$ cat config.mk
export PLATFORM = sky130hd
export DESIGN_NAME = lcd_addr_sequencer
export DESIGN_NICKNAME = d
export VERILOG_FILES = /design/src/rtl/lcd_pkg.sv /design/src/rtl/lcd_init_timer.sv /design/src/rtl/lcd_addr_sequencer.sv
export SDC_FILE = /design/constraint.sdc
export NUM_CORES = 1
export LEC_CHECK = 0
export CAP_MARGIN = 5
export CORE_UTILIZATION = 45
export DETAILED_ROUTE_END_ITERATION = 16
export DONT_BUFFER_PORTS = 1
export SYNTH_ARGS = -nofsm -noshare
export SYNTH_HDL_FRONTEND = slang
export SYNTH_SLANG_ARGS = --single-unit
$ cat constraint.sdc
create_clock -name clk -period 1.9 [get_ports clk]
set_input_delay 0.095 -clock clk [delete_from_list [all_inputs] [get_ports clk]]
set_output_delay 0.095 -clock clk [all_outputs]
set_load 0.005 [all_outputs]
$ cat src/rtl/lcd_pkg.sv
// Shared constants, FSM state type and DDRAM line-base helper for the LCD address sequencer.
package lcd_pkg;

    localparam int DDRAM_AW     = 7;
    localparam int LINE2_OFFSET = 64;

    typedef enum logic {
        INIT_WAIT = 1'b0,
        RUN       = 1'b1
    } lcd_state_t;

    // Odd rows sit at 0x40; rows 2/3 continue the first two lines after COLS cells.
    function automatic logic [DDRAM_AW-1:0] line_base(input logic [1:0] row, input int cols);
        int base;
        base = int'(row[0]) * LINE2_OFFSET + int'(row[1]) * cols;
        return DDRAM_AW'(base);
    endfunction

endpackage

$ cat src/rtl/lcd_init_timer.sv
// Power-on delay counter: done rises once INIT_CYCLES-1 is reached and stays until reset.
module lcd_init_timer #(
    parameter int INIT_CYCLES = 964049
) (
    input  logic clk,
    input  logic reset,
    output logic done
);

    localparam int            CW   = $clog2(INIT_CYCLES + 1);
    localparam logic [CW-1:0] LAST = CW'(INIT_CYCLES - 1);

    logic [CW-1:0] count;

    always_ff @(posedge clk or posedge reset) begin
        if (reset)
            count <= '0;
        else if (count != LAST)
            count <= count + CW'(1);
    end

    assign done = (count == LAST);

endmodule

$ cat src/rtl/lcd_addr_sequencer.sv
// DDRAM cursor and character-memory address sequencer with init hold-off,
// restart/hold control and registered end-of-line/frame/memory strobes.
module lcd_addr_sequencer
    import lcd_pkg::*;
#(
    parameter int INIT_CYCLES = 964049,
    parameter int COLS        = 16,
    parameter int ROWS        = 2,
    parameter int PAGES       = 2,
    parameter int MEM_AW      = 11
) (
    input  logic                clk,
    input  logic                reset,
    input  logic                change_addr,
    input  logic                change_memory_addr,
    input  logic                restart,
    input  logic                hold,
    output logic                start,
    output logic [6:0]          addr,
    output logic [MEM_AW-1:0]   memory_addr,
    output logic [1:0]          row,
    output logic [5:0]          col,
    output logic                line_end,
    output logic                frame_end,
    output logic                mem_wrap
);

    generate
        if (COLS < 1 || COLS > 40 || ROWS < 1 || ROWS > 4 || (ROWS > 2 && COLS > 20) ||
            PAGES < 1 || PAGES * ROWS * COLS > 2 ** MEM_AW) begin : g_bad_geometry
            $error("lcd_addr_sequencer: illegal COLS/ROWS/PAGES/MEM_AW combination");
        end
    endgenerate

    localparam logic [5:0]        COL_LAST = 6'(COLS - 1);
    localparam logic [1:0]        ROW_LAST = 2'(ROWS - 1);
    localparam logic [MEM_AW-1:0] MEM_LAST = MEM_AW'(PAGES * ROWS * COLS - 1);

    lcd_state_t state, state_next;
    logic       init_done;

    logic [1:0]        row_next;
    logic [5:0]        col_next;
    logic [MEM_AW-1:0] mem_next;
    logic              line_end_next, frame_end_next, mem_wrap_next;

    lcd_init_timer #(.INIT_CYCLES(INIT_CYCLES)) u_init_timer (
        .clk   (clk),
        .reset (reset),
        .done  (init_done)
    );

    always_ff @(posedge clk or posedge reset) begin
        if (reset)
            state <= INIT_WAIT;
        else
            state <= state_next;
    end

    always_comb begin
        state_next = state;
        if (state == INIT_WAIT && init_done)
            state_next = RUN;
    end

    always_comb begin
        start = (state == INIT_WAIT);
    end

    // Priority within RUN: restart, then hold, then the two independent advances.
    always_comb begin
        row_next       = row;
        col_next       = col;
        mem_next       = memory_addr;
        line_end_next  = 1'b0;
        frame_end_next = 1'b0;
        mem_wrap_next  = 1'b0;
        if (state == RUN) begin
            if (restart) begin
                row_next = '0;
                col_next = '0;
                mem_next = '0;
            end else if (!hold) begin
                if (change_addr) begin
                    if (col == COL_LAST) begin
                        col_next      = '0;
                        line_end_next = 1'b1;
                        if (row == ROW_LAST) begin
                            row_next       = '0;
                            frame_end_next = 1'b1;
                        end else begin
                            row_next = row + 2'd1;
                        end
                    end else begin
                        col_next = col + 6'd1;
                    end
                end
                if (change_memory_addr) begin
                    if (memory_addr == MEM_LAST) begin
                        mem_next      = '0;
                        mem_wrap_next = 1'b1;
                    end else begin
                        mem_next = memory_addr + MEM_AW'(1);
                    end
                end
            end
        end
    end

    always_ff @(posedge clk or posedge reset) begin
        if (reset) begin
            row         <= '0;
            col         <= '0;
            addr        <= '0;
            memory_addr <= '0;
            line_end    <= 1'b0;
            frame_end   <= 1'b0;
            mem_wrap    <= 1'b0;
        end else begin
            row         <= row_next;
            col         <= col_next;
            addr        <= line_base(row_next, COLS) + DDRAM_AW'(col_next);
            memory_addr <= mem_next;
            line_end    <= line_end_next;
            frame_end   <= frame_end_next;
            mem_wrap    <= mem_wrap_next;
        end
    end

endmodule
## After elaboration in Yosys (flattened, before gate mapping)

Cells that the tools add are included.

| operators by class | value |
|---|---|
| bitwise operators | 1 |
| $add $sub $neg | 6 |
| mux-type cells | 31 |
| equality and inequality tests | 6 |
| reduce and logical (&&, ||, !) cells | 3 |

Operators with widths:

| operator | number |
|---|---|
| $mux 11 | 4 |
| $mux 6 | 5 |
| $add 20x1->20 const B | 1 |
| $eq 20x20->1 const B | 1 |
| $ne 20x20->1 const B | 1 |
| $mux 1 | 16 |
| $mux 2 | 6 |
| $add 11x1->11 const B | 1 |
| $eq 11x6->1 const B | 1 |
| $add 7x5->7 | 1 |
| $add 7x6->7 | 1 |
| $add 6x1->6 const B | 1 |
| $eq 6x4->1 const B | 1 |
| $reduce_and 3->1 | 1 |
| $add 2x1->2 const B | 1 |
| $eq 2x1->1 const B | 1 |
| $ne 2x2->1 const B | 1 |
| $reduce_bool 2->1 | 1 |
| $logic_and 1x1->1 | 1 |
| $not 1->1 | 1 |

| storage, ports and cells | value |
|---|---|
| word-level logic and storage cells | 56 |
| input port bits | 6 |
| output and inout port bits | 30 |
| flip-flop bits (word level) | 50 |

## Logic depth before layout (Yosys ltp)

| logic depth | value |
|---|---|
| word-level depth | 9 |
| mapped depth | 7 |
| mapped depth without buffers | 7 |

## Modules after synthesis

From an unflattened synthesis, not the netlist that was laid out.

| second synthesis, totals | value |
|---|---|
| cells, all modules | 216 |
| area total of the unflattened synthesis | 2267.2 µm² |

By module, submodules not included:

| module | cells an instance | times used | area an instance (µm²) | seq. area each (µm²) |
|---|---|---|---|---|
| lcd_addr_sequencer | 134 | 1 | 1328.8 | 650.6 |
| lcd_init_timer | 82 | 1 | 938.4 | 500.5 |

## Least setup slack after synthesis

Ideal clock, no wire load.

| timing path | value |
|---|---|
| kind | register -> register |
| from | reg col[0] |
| to | reg addr[6] |
| period minus slack after synthesis | 1635 ps |
| path slack | 265 ps |
| data arrival time | 1513 ps |
| path buffers | 0 |
| setup time | 121 ps |
| stages on the path, launching flop included | 8 |
| cells stage by stage | dfrtp_1 -> ha_1 -> nand3_1 -> mux2i_1 -> a21oi_1 -> ha_1 -> ha_1 -> xor2_1 |

| between the ends | value |
|---|---|
| elaborated cells on any way between the ends | 14 |

RTL lines:

| item | line | RTL |
|---|---|---|
| start, declared | lcd_addr_sequencer.sv:22 | `output logic [5:0] col,` |
| start signal, assigned | lcd_addr_sequencer.sv:121 | `col <= col_next;` |
| $add 6x1->6 / $eq 6x4->1 (equally long branches) | lcd_addr_sequencer.sv:95, lcd_addr_sequencer.sv:85 |  |
| $mux 6 * | lcd_addr_sequencer.sv:85 | `if (col == COL_LAST) begin` |
| $mux 6 * | lcd_addr_sequencer.sv:84 | `if (change_addr) begin` |
| $mux 6 * | lcd_addr_sequencer.sv:83 | `end else if (!hold) begin` |
| $mux 6 * | lcd_addr_sequencer.sv:79 | `if (restart) begin` |
| $mux 6 * | lcd_addr_sequencer.sv:78 | `if (state == RUN) begin` |
| via col_next[4] | lcd_addr_sequencer.sv:43 | `logic [5:0] col_next;` |
| $add 7x6->7 * | lcd_addr_sequencer.sv:122 | `addr <= line_base(row_next, COLS) + DDRAM_AW'(col_next);` |
| end signal, assigned | lcd_addr_sequencer.sv:122 |  |
| end, declared | lcd_addr_sequencer.sv:19 | `output logic [6:0] addr,` |

The timed path passes the listed nets; every way through them passes the cells marked *.
A chain may end at the register's enable or synchronous reset.

## Final worst setup path

| timing path | value |
|---|---|
| from | reg col[1] |
| to | reg col[0] |

| between the ends | value |
|---|---|
| word-level cells in the longest chain between the ends | 6 |

RTL lines:

| item | line |
|---|---|
| $eq 6x4->1 | lcd_addr_sequencer.sv:85 |
| $mux 6 | lcd_addr_sequencer.sv:85 |
| $mux 6 | lcd_addr_sequencer.sv:84 |
| $mux 6 | lcd_addr_sequencer.sv:83 |
| $mux 6 | lcd_addr_sequencer.sv:79 |
| $mux 6 | lcd_addr_sequencer.sv:78 |

Every way passes these cells.

==> metrics.cfg <==
[synth]
syn_nets = 228
async_reset_ff_share_pct = 100
syn_inst = 216
synth_area_sq_um = 2270
synth_top_flop_cell = dfrtp_1
yosysSeqAreaShare_pct = 50.7
avgSynthCellArea_sq_um = 10.5
yosys.cell_types.count = 45
yosys_warnings = 0
ys_ff_latch = 46
synth_edf_count = 0

[timing]
max_freq_mhz = 556
setup_viol_count_final = 0
fin_setup_tns_ns = 0
layout_min_cycle_time_ns = 1.80
holdWs_ns = 0.0570
rsz0062_at_grt = no
hold_violations = 0
fin_crit_sh_pct = 94.7
max_slew_margin_pct = 62.0
slew_viol_final = 0
tightest_slew_ns = 0.571
finClkSkew_ns = 0.00713

[placement]
place_congestion = 0.883
numPortBuffers = 0
hpwlAfterDp_mm = 3.13
post-place-cells = 283

[pwr]
switching_share_pct = 20.0
p_int_mw = 1.27
p_leak_nw = 1.08
ir_drop_v = 0.000306
p_sw_uw = 318
powerDensity_nw_per_um2 = 641
p_comb_share_pct = 2.4
p_clk_share_pct = 35.9
seqPwrFrac_pct = 61.7
p_total_mw = 1.59

[finish]
drive_gt1_share_pct = 9.82
n_fill_cell = 435
seqCellArea_sq_um = 1150
fin_util_pct = 51.6
multi_input_area_sq_um = 1050
finalNonFillerCells = 291
final_nets = 237
diodes = 0
layout_commonest_cell = dfrtp_1
syn_to_final_growth_pct = 8.88
layout_common_cells = 46 x dfrtp_1, 15 x nand2_1, 14 x o21ai_0, 14 x xnor2_1

[clock_network]
clkSinkCount = 46
post-cts-setup-buffers = 0
cts_buffer_depth = 2
root_buffer = clkbuf_8
clock_latency_ns = 0.28
path_clk_slew_ns = 0.08
htree_levels = 2
cts_buffers = 5
cts_tree = done

[grt]
antenna_found_initial = 0
grt_pass1_vias = 1661
grt_pass1_wl_mm = 7.73
grt_max_degree = 47
grt_usage_pct = 18.6
grt_overflow = 0

[critical_path]
worstSetupPathType = flop to flop
start_kind = flop
critPathArrivalTime_ns = 2.01
critPathMaxFanout = 5
required_ns = 2.11
end_kind = flop

[route]
drc = 0
drt_wl_total_mm = 4.51
drtIter0Drc = 87
dr.pass1.iters = 4
vias_per_cell = 5.76
wl_per_cell_um = 15.5
drtAntennaViolNets = 0
vias = 1677

[floorplanning]
ios = 36
coreArea_sq_um = 4790
dieHeight_um = 73.0
start_util_pct = 47.4
row_count = 25
die_area_sq_um = 5330
die_w_um = 73.0

[outcome]
status = finished, final reports clean

[flow_run]
cap_viol_max_count = 0

[hold_path]
hold_class = primary input to flop

[logic make-up after synthesis]
| logic type | count (synthesis) | synth area share (%) |
|---|---|---|
| simple gates | 80 | 20.5 |
| xor+xnor | 24 | 9.26 |
| mux | 5 | 2.32 |
| compound gates | 39 | 10.6 |
| buf+inv | 16 | 3.31 |
| fa+ha+maj | 6 | 3.31 |
| flops | 46 | 50.7 |
[area by class of cell]
class                   count  area share (%)
flip-flops and latches     46            46.6
multi-input cells         154            42.4
well taps                  67            3.39
clock buffers               6            3.34
repair buffers              9            2.94
inverters                   9            1.37
[path summary, 6_finish.rpt]
kind                                        startpoint                endpoint  slack (ns)  cells past startpoint
worst max-delay path                            col[1]                  col[0]        0.10                      5
worst min-delay path                change_memory_addr                mem_wrap        0.06                      2
worst max register to register                  col[1]                  col[0]        0.10                      5
worst min register to register  u_init_timer.count[19]  u_init_timer.count[19]        0.49                      1
max in group asynchronous                        reset                  row[0]        1.11                      3
min in group asynchronous                        reset          memory_addr[6]        0.40                      3
[synthesized netlist by cell type, types with 2 or more instances]
master	number	area (sq um)
nor2b_1	3	18.8
nor3_1	2	10.0
nand2b_1	3	18.8
a21oi_1	11	55.1
ha_1	6	75.1
xnor2_1	14	123
o21ai_0	14	70.1
nand3_1	12	60.1
or3_1	2	12.5
nand2_1	15	56.3
xor2_1	10	87.6
nand4_1	8	50.1
nor4b_1	2	17.5
clkbuf_1	3	11.3
mux2i_1	3	30.0
dfrtp_1	46	1150
and4_1	3	26.3
mux2_2	2	22.5
buf_4	4	30.0
and3_1	5	31.3
nor4_1	2	12.5
a22o_1	2	17.5
inv_1	8	30.0
nor3_2	2	20.0
o2111ai_1	3	26.3
nor2_1	12	45.0
[metal layers]
| metal | up-vias | GRT usage [%] | routed length (um) |
|---|---|---|---|
| met5 | - | 0 | 0 |
| met4 | 0 | 7.63 | 69 |
| met3 | 9 | 3.87 | 162 |
| met2 | 42 | 28.0 | 2120 |
| met1 | 833 | 25.9 | 2150 |
| li1 | 793 | - | - |
[through the flow]
step           worst slack [ns]  instance area [sq um]
6_report                  0.101                   2470
5_1_grt                  0.0127                   2470
3_5_place_dp             0.0916                   2360
3_3_place_gp              0.124                   2360
2_1_floorplan             0.265                   2270
4_1_cts                  0.0647                   2470
[sequential cells by signal, summed over array words and instances (netlist names)]
signal / count
addr: 3
line_end: 1
col: 6
state: 1
memory_addr: 11
mem_wrap: 1
frame_end: 1
row: 2
u_init_timer.count: 20
[critical path, cell delays in order (launching register included)]
cell and delay [ns]:
dfrtp_1 0.45, ha_1 0.25, and4bb_2 0.27, a2111oi_0 0.51, a21oi_1 0.09, o2bb2ai_1 0.16
[power by group through the flow]
stage / Sequential (mW) / Combinational [mW] / Clock (mW)
floorplan: 0.998 / 0.0286 / 0
global placement: 0.998 / 0.0335 / 0
detailed placement: 0.998 / 0.0341 / 0
CTS: 0.978 / 0.0399 / 0.600
global route: 0.978 / 0.0447 / 0.634
finish: 0.978 / 0.0384 / 0.569
[what timing repair did]
action | CTS | global route
endpoints found under the hold margin | 53 | 0
endpoints found under the setup margin | 0 | 6
hold buffers | 2 | 0
gates resized for setup | 0 | 1
No activity file was read; power rests on OpenSTA's default activity.
